===== src/rtl/l1_tag_ctrl_if.sv =====
// l1_tag_ctrl_if -- bus bundle for the L1 tag hit/miss controller.
//
// Groups the three interfaces the controller sits between:
//   core side : req_valid/req_ready/req_addr/req_we, resp_valid/resp_hit/resp_index
//   tag SRAM  : tag_ren/tag_raddr/tag_rdata (1-cycle read), tag_wen/tag_waddr/tag_wdata
//   arbiter   : mem_req_valid/mem_req_ready/mem_req_addr/mem_req_wb/mem_req_wb_addr,
//               mem_fill_done
// Modports:
//   slave  -- the controller (l1_tag_ctrl)
//   master -- the environment (core, tag SRAM, memory arbiter)
interface l1_tag_ctrl_if #(
    parameter int ADDR_W   = 32,
    parameter int INDEX_W  = 8,
    parameter int OFFSET_W = 7
);
    localparam int TAG_W = ADDR_W - INDEX_W - OFFSET_W;

    logic                 req_valid;
    logic                 req_ready;
    logic [ADDR_W-1:0]    req_addr;
    logic                 req_we;
    logic                 resp_valid;
    logic                 resp_hit;
    logic [INDEX_W-1:0]   resp_index;

    logic                 tag_ren;
    logic [INDEX_W-1:0]   tag_raddr;
    logic [TAG_W+1:0]     tag_rdata;
    logic                 tag_wen;
    logic [INDEX_W-1:0]   tag_waddr;
    logic [TAG_W+1:0]     tag_wdata;

    logic                 mem_req_valid;
    logic                 mem_req_ready;
    logic [ADDR_W-1:0]    mem_req_addr;
    logic                 mem_req_wb;
    logic [ADDR_W-1:0]    mem_req_wb_addr;
    logic                 mem_fill_done;

    modport slave (
        input  req_valid, req_addr, req_we, tag_rdata, mem_req_ready, mem_fill_done,
        output req_ready, resp_valid, resp_hit, resp_index,
               tag_ren, tag_raddr, tag_wen, tag_waddr, tag_wdata,
               mem_req_valid, mem_req_addr, mem_req_wb, mem_req_wb_addr
    );

    modport master (
        output req_valid, req_addr, req_we, tag_rdata, mem_req_ready, mem_fill_done,
        input  req_ready, resp_valid, resp_hit, resp_index,
               tag_ren, tag_raddr, tag_wen, tag_waddr, tag_wdata,
               mem_req_valid, mem_req_addr, mem_req_wb, mem_req_wb_addr
    );
endinterface


===== src/rtl/l1_tag_ctrl.sv =====
// l1_tag_ctrl -- hit/miss controller for the L1 tag store
// (256 sets x {valid, dirty, tag} entries in a 1R1W SRAM, 128-byte lines).
//
// Ports:
//   clk        clock
//   rst        synchronous active-high reset; all outputs read 0 while asserted
//   bus        l1_tag_ctrl_if.slave: core request/response, tag SRAM ports,
//              memory arbiter fill/write-back request and fill completion
//   hit_count  responses with resp_hit=1 (saturating, 32 bit)
//   miss_count responses with resp_hit=0 (saturating, 32 bit)
//
// Build option: define L1_TAG_PERF_CNT_EN to implement hit_count/miss_count;
// without it both ports are tied to 0.
//
// Flow: INIT clears every entry, IDLE accepts a request and reads its set,
// COMPARE answers hits (marking the line dirty on a first store), a miss goes
// MISS_REQ -> MISS_WAIT -> FILL, where the new entry is installed.
module l1_tag_ctrl #(
    parameter int ADDR_W   = 32,
    parameter int INDEX_W  = 8,
    parameter int OFFSET_W = 7
) (
    input  logic                clk,
    input  logic                rst,
    l1_tag_ctrl_if.slave        bus,
    output logic [31:0]         hit_count,
    output logic [31:0]         miss_count
);
    localparam int TAG_W = ADDR_W - INDEX_W - OFFSET_W;

    typedef enum logic [2:0] {
        S_INIT, S_IDLE, S_COMPARE, S_MISS_REQ, S_MISS_WAIT, S_FILL
    } state_t;

    state_t             state;
    logic [INDEX_W-1:0] cnt;
    logic [INDEX_W-1:0] lat_index;
    logic [TAG_W-1:0]   lat_tag;
    logic               lat_we;

    logic [INDEX_W-1:0] req_index;
    logic [TAG_W-1:0]   req_tag;
    logic               rd_valid;
    logic               rd_dirty;
    logic [TAG_W-1:0]   rd_tag;
    logic               hit;
    logic               unused_offset;

    assign req_index     = bus.req_addr[OFFSET_W+INDEX_W-1:OFFSET_W];
    assign req_tag       = bus.req_addr[ADDR_W-1:OFFSET_W+INDEX_W];
    assign unused_offset = ^bus.req_addr[OFFSET_W-1:0];

    assign rd_valid = bus.tag_rdata[TAG_W+1];
    assign rd_dirty = bus.tag_rdata[TAG_W];
    assign rd_tag   = bus.tag_rdata[TAG_W-1:0];
    assign hit      = rd_valid && (rd_tag == lat_tag);

    // Core and tag-SRAM strobes must act in the same cycle as the accept /
    // compare, so they are decoded from state; rst forces them all low.
    always_comb begin
        bus.req_ready  = 1'b0;
        bus.resp_valid = 1'b0;
        bus.resp_hit   = 1'b0;
        bus.resp_index = '0;
        bus.tag_ren    = 1'b0;
        bus.tag_raddr  = '0;
        bus.tag_wen    = 1'b0;
        bus.tag_waddr  = '0;
        bus.tag_wdata  = '0;
        if (!rst) begin
            case (state)
                S_INIT: begin
                    bus.tag_wen   = 1'b1;
                    bus.tag_waddr = cnt;
                end
                S_IDLE: begin
                    bus.req_ready = 1'b1;
                    if (bus.req_valid) begin
                        bus.tag_ren   = 1'b1;
                        bus.tag_raddr = req_index;
                    end
                end
                S_COMPARE: begin
                    if (hit) begin
                        bus.resp_valid = 1'b1;
                        bus.resp_hit   = 1'b1;
                        bus.resp_index = lat_index;
                        // First store to a clean line marks it dirty.
                        if (lat_we && !rd_dirty) begin
                            bus.tag_wen   = 1'b1;
                            bus.tag_waddr = lat_index;
                            bus.tag_wdata = {1'b1, 1'b1, lat_tag};
                        end
                    end
                end
                S_FILL: begin
                    bus.tag_wen    = 1'b1;
                    bus.tag_waddr  = lat_index;
                    bus.tag_wdata  = {1'b1, lat_we, lat_tag};
                    bus.resp_valid = 1'b1;
                    bus.resp_index = lat_index;
                end
                default: ;
            endcase
        end
    end

    always_ff @(posedge clk) begin
        if (rst) begin
            state               <= S_INIT;
            cnt                 <= '0;
            lat_index           <= '0;
            lat_tag             <= '0;
            lat_we              <= 1'b0;
            bus.mem_req_valid   <= 1'b0;
            bus.mem_req_addr    <= '0;
            bus.mem_req_wb      <= 1'b0;
            bus.mem_req_wb_addr <= '0;
        end else begin
            case (state)
                S_INIT: begin
                    cnt <= cnt + 1'b1;
                    if (cnt == '1) state <= S_IDLE;
                end
                S_IDLE: begin
                    if (bus.req_valid) begin
                        lat_index <= req_index;
                        lat_tag   <= req_tag;
                        lat_we    <= bus.req_we;
                        state     <= S_COMPARE;
                    end
                end
                S_COMPARE: begin
                    if (hit) begin
                        state <= S_IDLE;
                    end else begin
                        // Victim entry is only on tag_rdata this cycle, so the
                        // write-back fields are captured straight into the request.
                        bus.mem_req_valid   <= 1'b1;
                        bus.mem_req_addr    <= {lat_tag, lat_index, {OFFSET_W{1'b0}}};
                        bus.mem_req_wb      <= rd_valid && rd_dirty;
                        bus.mem_req_wb_addr <= {rd_tag, lat_index, {OFFSET_W{1'b0}}};
                        state               <= S_MISS_REQ;
                    end
                end
                S_MISS_REQ: begin
                    if (bus.mem_req_ready) begin
                        bus.mem_req_valid   <= 1'b0;
                        bus.mem_req_addr    <= '0;
                        bus.mem_req_wb      <= 1'b0;
                        bus.mem_req_wb_addr <= '0;
                        state               <= S_MISS_WAIT;
                    end
                end
                S_MISS_WAIT: begin
                    if (bus.mem_fill_done) state <= S_FILL;
                end
                S_FILL: begin
                    state <= S_IDLE;
                end
                default: state <= S_INIT;
            endcase
        end
    end

`ifdef L1_TAG_PERF_CNT_EN
    always_ff @(posedge clk) begin
        if (rst) begin
            hit_count  <= '0;
            miss_count <= '0;
        end else if (bus.resp_valid) begin
            if (bus.resp_hit) begin
                if (hit_count != '1) hit_count <= hit_count + 32'd1;
            end else begin
                if (miss_count != '1) miss_count <= miss_count + 32'd1;
            end
        end
    end
`else
    assign hit_count  = '0;
    assign miss_count = '0;
`endif

endmodule


===== src/flat_wrapper.sv =====
// flat-port wrapper written by rule: the top's interface ports become plain ports
module l1_tag_ctrl_flat 
#(
    parameter int ADDR_W   = 32,
    parameter int INDEX_W  = 8,
    parameter int OFFSET_W = 7
)
  (clk, rst, hit_count, miss_count, bus_req_valid, bus_req_addr, bus_req_we, bus_tag_rdata, bus_mem_req_ready, bus_mem_fill_done, bus_req_ready, bus_resp_valid, bus_resp_hit, bus_resp_index, bus_tag_ren, bus_tag_raddr, bus_tag_wen, bus_tag_waddr, bus_tag_wdata, bus_mem_req_valid, bus_mem_req_addr, bus_mem_req_wb, bus_mem_req_wb_addr);
  l1_tag_ctrl_if #(.ADDR_W(ADDR_W), .INDEX_W(INDEX_W), .OFFSET_W(OFFSET_W)) bus_i ();
  input  logic clk;
  input  logic rst;
  output logic [31:0] hit_count;
  output logic [31:0] miss_count;
  input wire logic [$bits(bus_i.req_valid)-1:0] bus_req_valid;
  input wire logic [$bits(bus_i.req_addr)-1:0] bus_req_addr;
  input wire logic [$bits(bus_i.req_we)-1:0] bus_req_we;
  input wire logic [$bits(bus_i.tag_rdata)-1:0] bus_tag_rdata;
  input wire logic [$bits(bus_i.mem_req_ready)-1:0] bus_mem_req_ready;
  input wire logic [$bits(bus_i.mem_fill_done)-1:0] bus_mem_fill_done;
  output wire logic [$bits(bus_i.req_ready)-1:0] bus_req_ready;
  output wire logic [$bits(bus_i.resp_valid)-1:0] bus_resp_valid;
  output wire logic [$bits(bus_i.resp_hit)-1:0] bus_resp_hit;
  output wire logic [$bits(bus_i.resp_index)-1:0] bus_resp_index;
  output wire logic [$bits(bus_i.tag_ren)-1:0] bus_tag_ren;
  output wire logic [$bits(bus_i.tag_raddr)-1:0] bus_tag_raddr;
  output wire logic [$bits(bus_i.tag_wen)-1:0] bus_tag_wen;
  output wire logic [$bits(bus_i.tag_waddr)-1:0] bus_tag_waddr;
  output wire logic [$bits(bus_i.tag_wdata)-1:0] bus_tag_wdata;
  output wire logic [$bits(bus_i.mem_req_valid)-1:0] bus_mem_req_valid;
  output wire logic [$bits(bus_i.mem_req_addr)-1:0] bus_mem_req_addr;
  output wire logic [$bits(bus_i.mem_req_wb)-1:0] bus_mem_req_wb;
  output wire logic [$bits(bus_i.mem_req_wb_addr)-1:0] bus_mem_req_wb_addr;
  assign bus_i.req_valid = bus_req_valid;
  assign bus_i.req_addr = bus_req_addr;
  assign bus_i.req_we = bus_req_we;
  assign bus_i.tag_rdata = bus_tag_rdata;
  assign bus_i.mem_req_ready = bus_mem_req_ready;
  assign bus_i.mem_fill_done = bus_mem_fill_done;
  assign bus_req_ready = bus_i.req_ready;
  assign bus_resp_valid = bus_i.resp_valid;
  assign bus_resp_hit = bus_i.resp_hit;
  assign bus_resp_index = bus_i.resp_index;
  assign bus_tag_ren = bus_i.tag_ren;
  assign bus_tag_raddr = bus_i.tag_raddr;
  assign bus_tag_wen = bus_i.tag_wen;
  assign bus_tag_waddr = bus_i.tag_waddr;
  assign bus_tag_wdata = bus_i.tag_wdata;
  assign bus_mem_req_valid = bus_i.mem_req_valid;
  assign bus_mem_req_addr = bus_i.mem_req_addr;
  assign bus_mem_req_wb = bus_i.mem_req_wb;
  assign bus_mem_req_wb_addr = bus_i.mem_req_wb_addr;
  l1_tag_ctrl #(.ADDR_W(ADDR_W), .INDEX_W(INDEX_W), .OFFSET_W(OFFSET_W)) u_core (.clk(clk), .rst(rst), .bus(bus_i), .hit_count(hit_count), .miss_count(miss_count));
endmodule

===== config.mk =====
export PLATFORM = sky130hd
export DESIGN_NAME = l1_tag_ctrl_flat
export DESIGN_NICKNAME = d
export VERILOG_FILES = /design/src/rtl/l1_tag_ctrl_if.sv /design/src/rtl/l1_tag_ctrl.sv /design/src/flat_wrapper.sv
export SDC_FILE = /design/constraint.sdc
export NUM_CORES = 1
export LEC_CHECK = 0
export ABC_AREA = 1
export BUFFER_PORTS_ARGS = -buffer_cell sky130_fd_sc_hd__buf_2
export CAP_MARGIN = 15
export CORE_ASPECT_RATIO = 1.1
export CORE_MARGIN = 4
export CORE_UTILIZATION = 49
export DETAILED_ROUTE_END_ITERATION = 16
export GPL_ROUTABILITY_DRIVEN = 1
export PLACE_DENSITY = 0.86
export SYNTH_ARGS = -nofsm -noshare
export SYNTH_HDL_FRONTEND = slang
export SYNTH_SLANG_ARGS = --single-unit

===== constraint.sdc =====
create_clock -name clk -period 2.9 [get_ports clk]
set_input_delay 0.435 -clock clk [delete_from_list [all_inputs] [get_ports clk]]
set_output_delay 0.435 -clock clk [all_outputs]
set_load 0.01 [all_outputs]

## Word level (Yosys, flattened, before mapping)

Cells that the tools add are included.

- Flip-flop bits (word level): 103
- Input bits: 57
- Output and inout port bits: 178
- Word-level logic and storage cells: 76

- Add/subtract/negate cells: 1
- Equal/unequal tests: 12
- Multiplexer cells: 44
- Reduce and logical (&&, ||, !) cells: 10

Operators with widths:

| operator | count |
|---|---|
| $pmux 32 s2 | 2 |
| $mux 32 | 3 |
| $mux 8 | 8 |
| $mux 19 | 3 |
| $pmux 19 s2 | 1 |
| $pmux 8 s3 | 1 |
| $pmux 3 s6 | 1 |
| $eq 17x17->1 | 1 |
| $pmux 8 s2 | 1 |
| $mux 1 | 15 |
| $mux 3 | 4 |
| $add 8x1->8 const B | 1 |
| $eq 8x8->1 const B | 1 |
| $ne 2x2->1 const B | 4 |
| $pmux 1 s2 | 4 |
| $eq 3x2->1 const B | 2 |
| $eq 3x3->1 const B | 2 |
| $reduce_and 4->1 | 1 |
| $eq 3x1->1 const B | 1 |
| $logic_and 1x1->1 | 3 |
| $logic_not 3->1 | 1 |
| $reduce_and 3->1 | 1 |
| $mux 2 | 1 |
| $ne 2x1->1 const B | 1 |
| 4 further kinds | 4 |

## Longest topological paths before layout

- Depth in word-level cells: 6
- Depth in mapped cells: 13
- Mapped depth without buffers: 12

## Worst setup path before layout

No wires, ideal clock.

- Kind: input to output
- Start: in bus_tag_rdata[4]
- End: out bus_tag_wdata[10]
- Arrival time: 1.640 ns
- Data required time: 2.465 ns
- Setup slack: 0.825 ns
- Stages on the path: 9
- Path buffers: 1
- Cells stage by stage: or2_1 > a21oi_1 > nand3_1 > nor2_1 > nand4_1 > nand2_2 > nand2_2 > buf_6 > nor2_1

- Cells in the longest elaborated chain, start to end: 5

Ends and longest elaborated chain:

| element | line | text |
|---|---|---|
| from (decl) | flat_wrapper.sv:17 | `input wire logic [$bits(bus_i.tag_rdata)-1:0] bus_tag_rdata;` |
| $eq 17x17->1 | l1_tag_ctrl.sv:56 | `assign hit = rd_valid && (rd_tag == lat_tag);` |
| $logic_and 1x1->1 | l1_tag_ctrl.sv:56 |  |
| $mux 19 | l1_tag_ctrl.sv:84 | `if (hit) begin` |
| $pmux 19 s2 | l1_tag_ctrl.sv:71 | `case (state)` |
| $mux 19 | l1_tag_ctrl.sv:70 | `if (!rst) begin` |
| to (decl) | flat_wrapper.sv:28 | `output wire logic [$bits(bus_i.tag_wdata)-1:0] bus_tag_wdata;` |

Every way passes these cells.

## Worst setup path in the final report

- Start: reg u_core.lat_tag[2]
- End: out bus_tag_waddr[1]

- Cells in the longest elaborated chain, start to end: 5

Ends and longest elaborated chain:

| element | line | text |
|---|---|---|
| from (decl) | l1_tag_ctrl.sv:38 | `logic [TAG_W-1:0] lat_tag;` |
| from (signal assigned) | l1_tag_ctrl.sv:128 | `lat_tag <= req_tag;` |
| $eq 17x17->1 | l1_tag_ctrl.sv:56 |  |
| $logic_and 1x1->1 | l1_tag_ctrl.sv:56 |  |
| $mux 8 | l1_tag_ctrl.sv:84 |  |
| $pmux 8 s3 | l1_tag_ctrl.sv:71 |  |
| $mux 8 | l1_tag_ctrl.sv:70 |  |
| to (decl) | flat_wrapper.sv:27 | `output wire logic [$bits(bus_i.tag_waddr)-1:0] bus_tag_waddr;` |

Every way passes these cells.

==> results.toml <==
[global_route]
grt_max_degree = 45
antenna_found_initial = 1
grt_usage_pct = 21.94
grt_overflow = 0
grt_pass1_vias = 3956
grt_pass1_wl_mm = 18.80

[detailed_routing]
routed_wl_mm = 12.34
dr.pass1.iters = 4
initialDrtViolationCount = 171
drcViolationCount = 0
wl_per_cell_um = 13.71
vias = 4358
viasPerCell = 4.842
postRouteAntennaNets = 0

[sta]
max_slew.worst_pin.slew_ps = 530.7
rsz0062_at_grt = "false"
fin_crit_ps = 2639
finalSetupViolCount = 0
post-route-period-util_pct = 91.00
tns_ps = 0
worst_clock_skew_ps = 15.13
hold_viol_final = 0
timing.hold.ws_ps = 279.8
maxSlewHeadroom_pct = 64.57
max_freq_mhz = 378.9
drv_slew = 0

[synthesis]
synth_top_area_cell = "dfxtp_1"
yosys_warnings = 0
synth_area_leaders = "dfxtp_1, buf_4, nand2_1, a21oi_1, nand3_1"
synth_ff_type = "dfxtp_1"
synth_top_cell_area_share_pct = 36.46
postSynthAreaPerCell_um2 = 6.875
synth_seq_cells = 81
synth_cells = 647
syn_area_um2 = 4448
synthDistinctLibCells = 33
synthArstFlopShare_pct = 0
synth-edff-count = 0
yosysSeqAreaShare_pct = 36.46

[setup_path]
crit_fanout = 10
start_kind = "flop"
arrival_ps = 2200
crit_type = "flop to output port"
worstPathRequired_ps = 2470
cp-end-kind = "output port"

[pwr]
power_density_nw_per_um2 = 470.6
peakVddDrop_mv = 0.2775
p_int_w = 0.001693
finalPower_w = 0.002419
seqPwrFrac_pct = 49.3
p_leak_nw = 2.538
power_frac_clock_pct = 35.6
p_sw_w = 0.0007256
p_comb_share_pct = 15.1
switching_share_pct = 30.00

[cells_and_area]
final_nets = 839
fillers = 899
finalNonFillerCells = 900
fin_util_pct = 57.92
drive_above_1_share_pct = 25.45
num_antenna_cells = 0
syn_to_final_growth_pct = 15.56

[floorplan]
die_h_um = 107.9
start_util_pct = 50.13
die_w_um = 98.84
ios = 235
std_cell_rows = 36
dieArea_um2 = 10670
coreArea_um2 = 8874

[clock_tree]
h-tree-depth = 3
cts.sinks = 81
clock_latency_ps = 360
cts_tree = "built"
cts_max_path_buffers = 2
cts-root-buf = "clkbuf_8"
hold_buffers = 0
numCtsBuffers = 9
cts.clk_slew.worst_paths_ps = 90

[job]
drv_cap = 0

[placement]
dp_cells = 881
port_buffers = 149
place_congestion = 0.8669
dp_hpwl_mm = 9.492

[status]
status = "completed"

[worst_hold_path]
hp-class = "input pin to flop"
critical path, cell delays in order, from the launching register on:
cell and delay [ps]:
dfxtp_1 370, inv_1 100, nand2_1 110, nand2_1 60, a21oi_1 110, nand3_1 100, nor2_1 170, nand4_1 130
nand2_2 240, nand2_1 80, a21oi_1 220, buf_2 180
registers in the layout, summed over array words and instances, names as in the netlist:
register	count
u_core.bus.mem_req_wb_addr	17
u_core.lat_tag	17
u_core.lat_index	8
u_core.bus.mem_req_valid	1
u_core.bus.mem_req_addr	25
u_core.state	3
u_core.cnt	8
u_core.lat_we	1
u_core.bus.mem_req_wb	1
cell usage after synthesis, drive strengths merged, types with 2 or more instances:
master / instances
dfxtp: 81
nor3b: 2
or2: 4
nand2: 133
nand3: 52
nand4: 7
buf: 94
o21ai: 27
inv: 67
nor2: 59
xnor2: 2
nor3: 4
clkbuf: 19
o22ai: 8
a21oi: 79
cells in the final DEF, fill, tap and decap left out, drive strengths merged:
| cell | count |
|---|---|
| nand3 | 52 |
| o21a | 1 |
| inv | 68 |
| nor2 | 59 |
| clkinvlp | 1 |
| or2 | 4 |
| nor3b | 2 |
| bufinv | 1 |
| a21oi | 79 |
| or3 | 1 |
| o21ai | 27 |
| nor3 | 4 |
| nand4 | 7 |
| nand3b | 1 |
| clkbuf | 11 |
| o22ai | 8 |
| ha | 1 |
| nor4 | 1 |
| nand2 | 133 |
| buf | 159 |
| a31oi | 1 |
| dfxtp | 81 |
| clkinv | 3 |
| xnor2 | 2 |
| and3 | 1 |
| conb | 78 |
final timing paths:
kind                                            startpoint  slack [ps]                                          end  cells past startpoint
setup / recovery            u_core.lat_tag[2]$_SDFFE_PP0P_         260                             bus_tag_waddr[1]                     11
hold reg to reg   u_core.bus.mem_req_addr[24]$_SDFFE_PP0P_         460     u_core.bus.mem_req_addr[24]$_SDFFE_PP0P_                      2
hold / removal                            bus_req_addr[31]         280              u_core.lat_tag[16]$_SDFFE_PP0P_                      3
setup reg to reg           u_core.lat_tag[16]$_SDFFE_PP0P_        1050  u_core.bus.mem_req_wb_addr[31]$_SDFFE_PP0P_                      9
final cells by class:
cell class                      instances  area (um^2)  area share [%]
Clock buffer                           11        141.4           2.751
Clock inverter                          5        63.81           1.241
Inverter                               68        255.2           4.966
Multi-Input combinational cell        462         2095           40.75
Sequential cell                        81         1622           31.55
Tap cell                              114        142.6           2.775
Timing Repair Buffer                  159        820.8           15.97
kinds of logic after synthesis:
| group | Yosys count | share of synthesized area [%] |
|---|---|---|
| simple gates | 265 | 26.05 |
| buf+inv | 181 | 23.38 |
| compound gates | 116 | 13.36 |
| flops | 81 | 36.46 |
| xor+xnor | 2 | 0.3939 |
| fa+ha+maj | 1 | 0.2812 |
| other cells | 1 | 0.08431 |
power groups by stage:
stage	Combinational, W	Sequential, W	Clock [W]
global route	0.000414	0.00120	0.000924
floorplan	0.000326	0.00121	0
finish	0.000365	0.00119	0.000861
detailed placement	0.000360	0.00122	0
global placement	0.000354	0.00122	0
CTS	0.000361	0.00119	0.000868
per-layer routing:
metal,vias up,routed length [um],part of all wire [%],GRT usage [%]
met2,197,6098,49,38.77
met5,-,13,0.11,0
li1,2177,-,-,-
met4,2,364,2.9,8.488
met1,1952,4834,39,25.10
met3,30,1032,8.4,5.962
stage by stage:
step / instance area (um^2) / worst slack, ps
after floorplan: 4737 / 825.0
after global placement: 4898 / 331.7
after detailed placement: 4898 / 311.3
after CTS: 5104 / 107.4
after global routing: 5140 / 24.18
final: 5140 / 260.9
repair_timing:
| action | CTS | global route |
|---|---|---|
| setup buffers | 0 | 3 |
| setup endpoints to repair | 0 | 20 |
| resized for setup | 0 | 2 |
(Power assumes the default switching activity.)
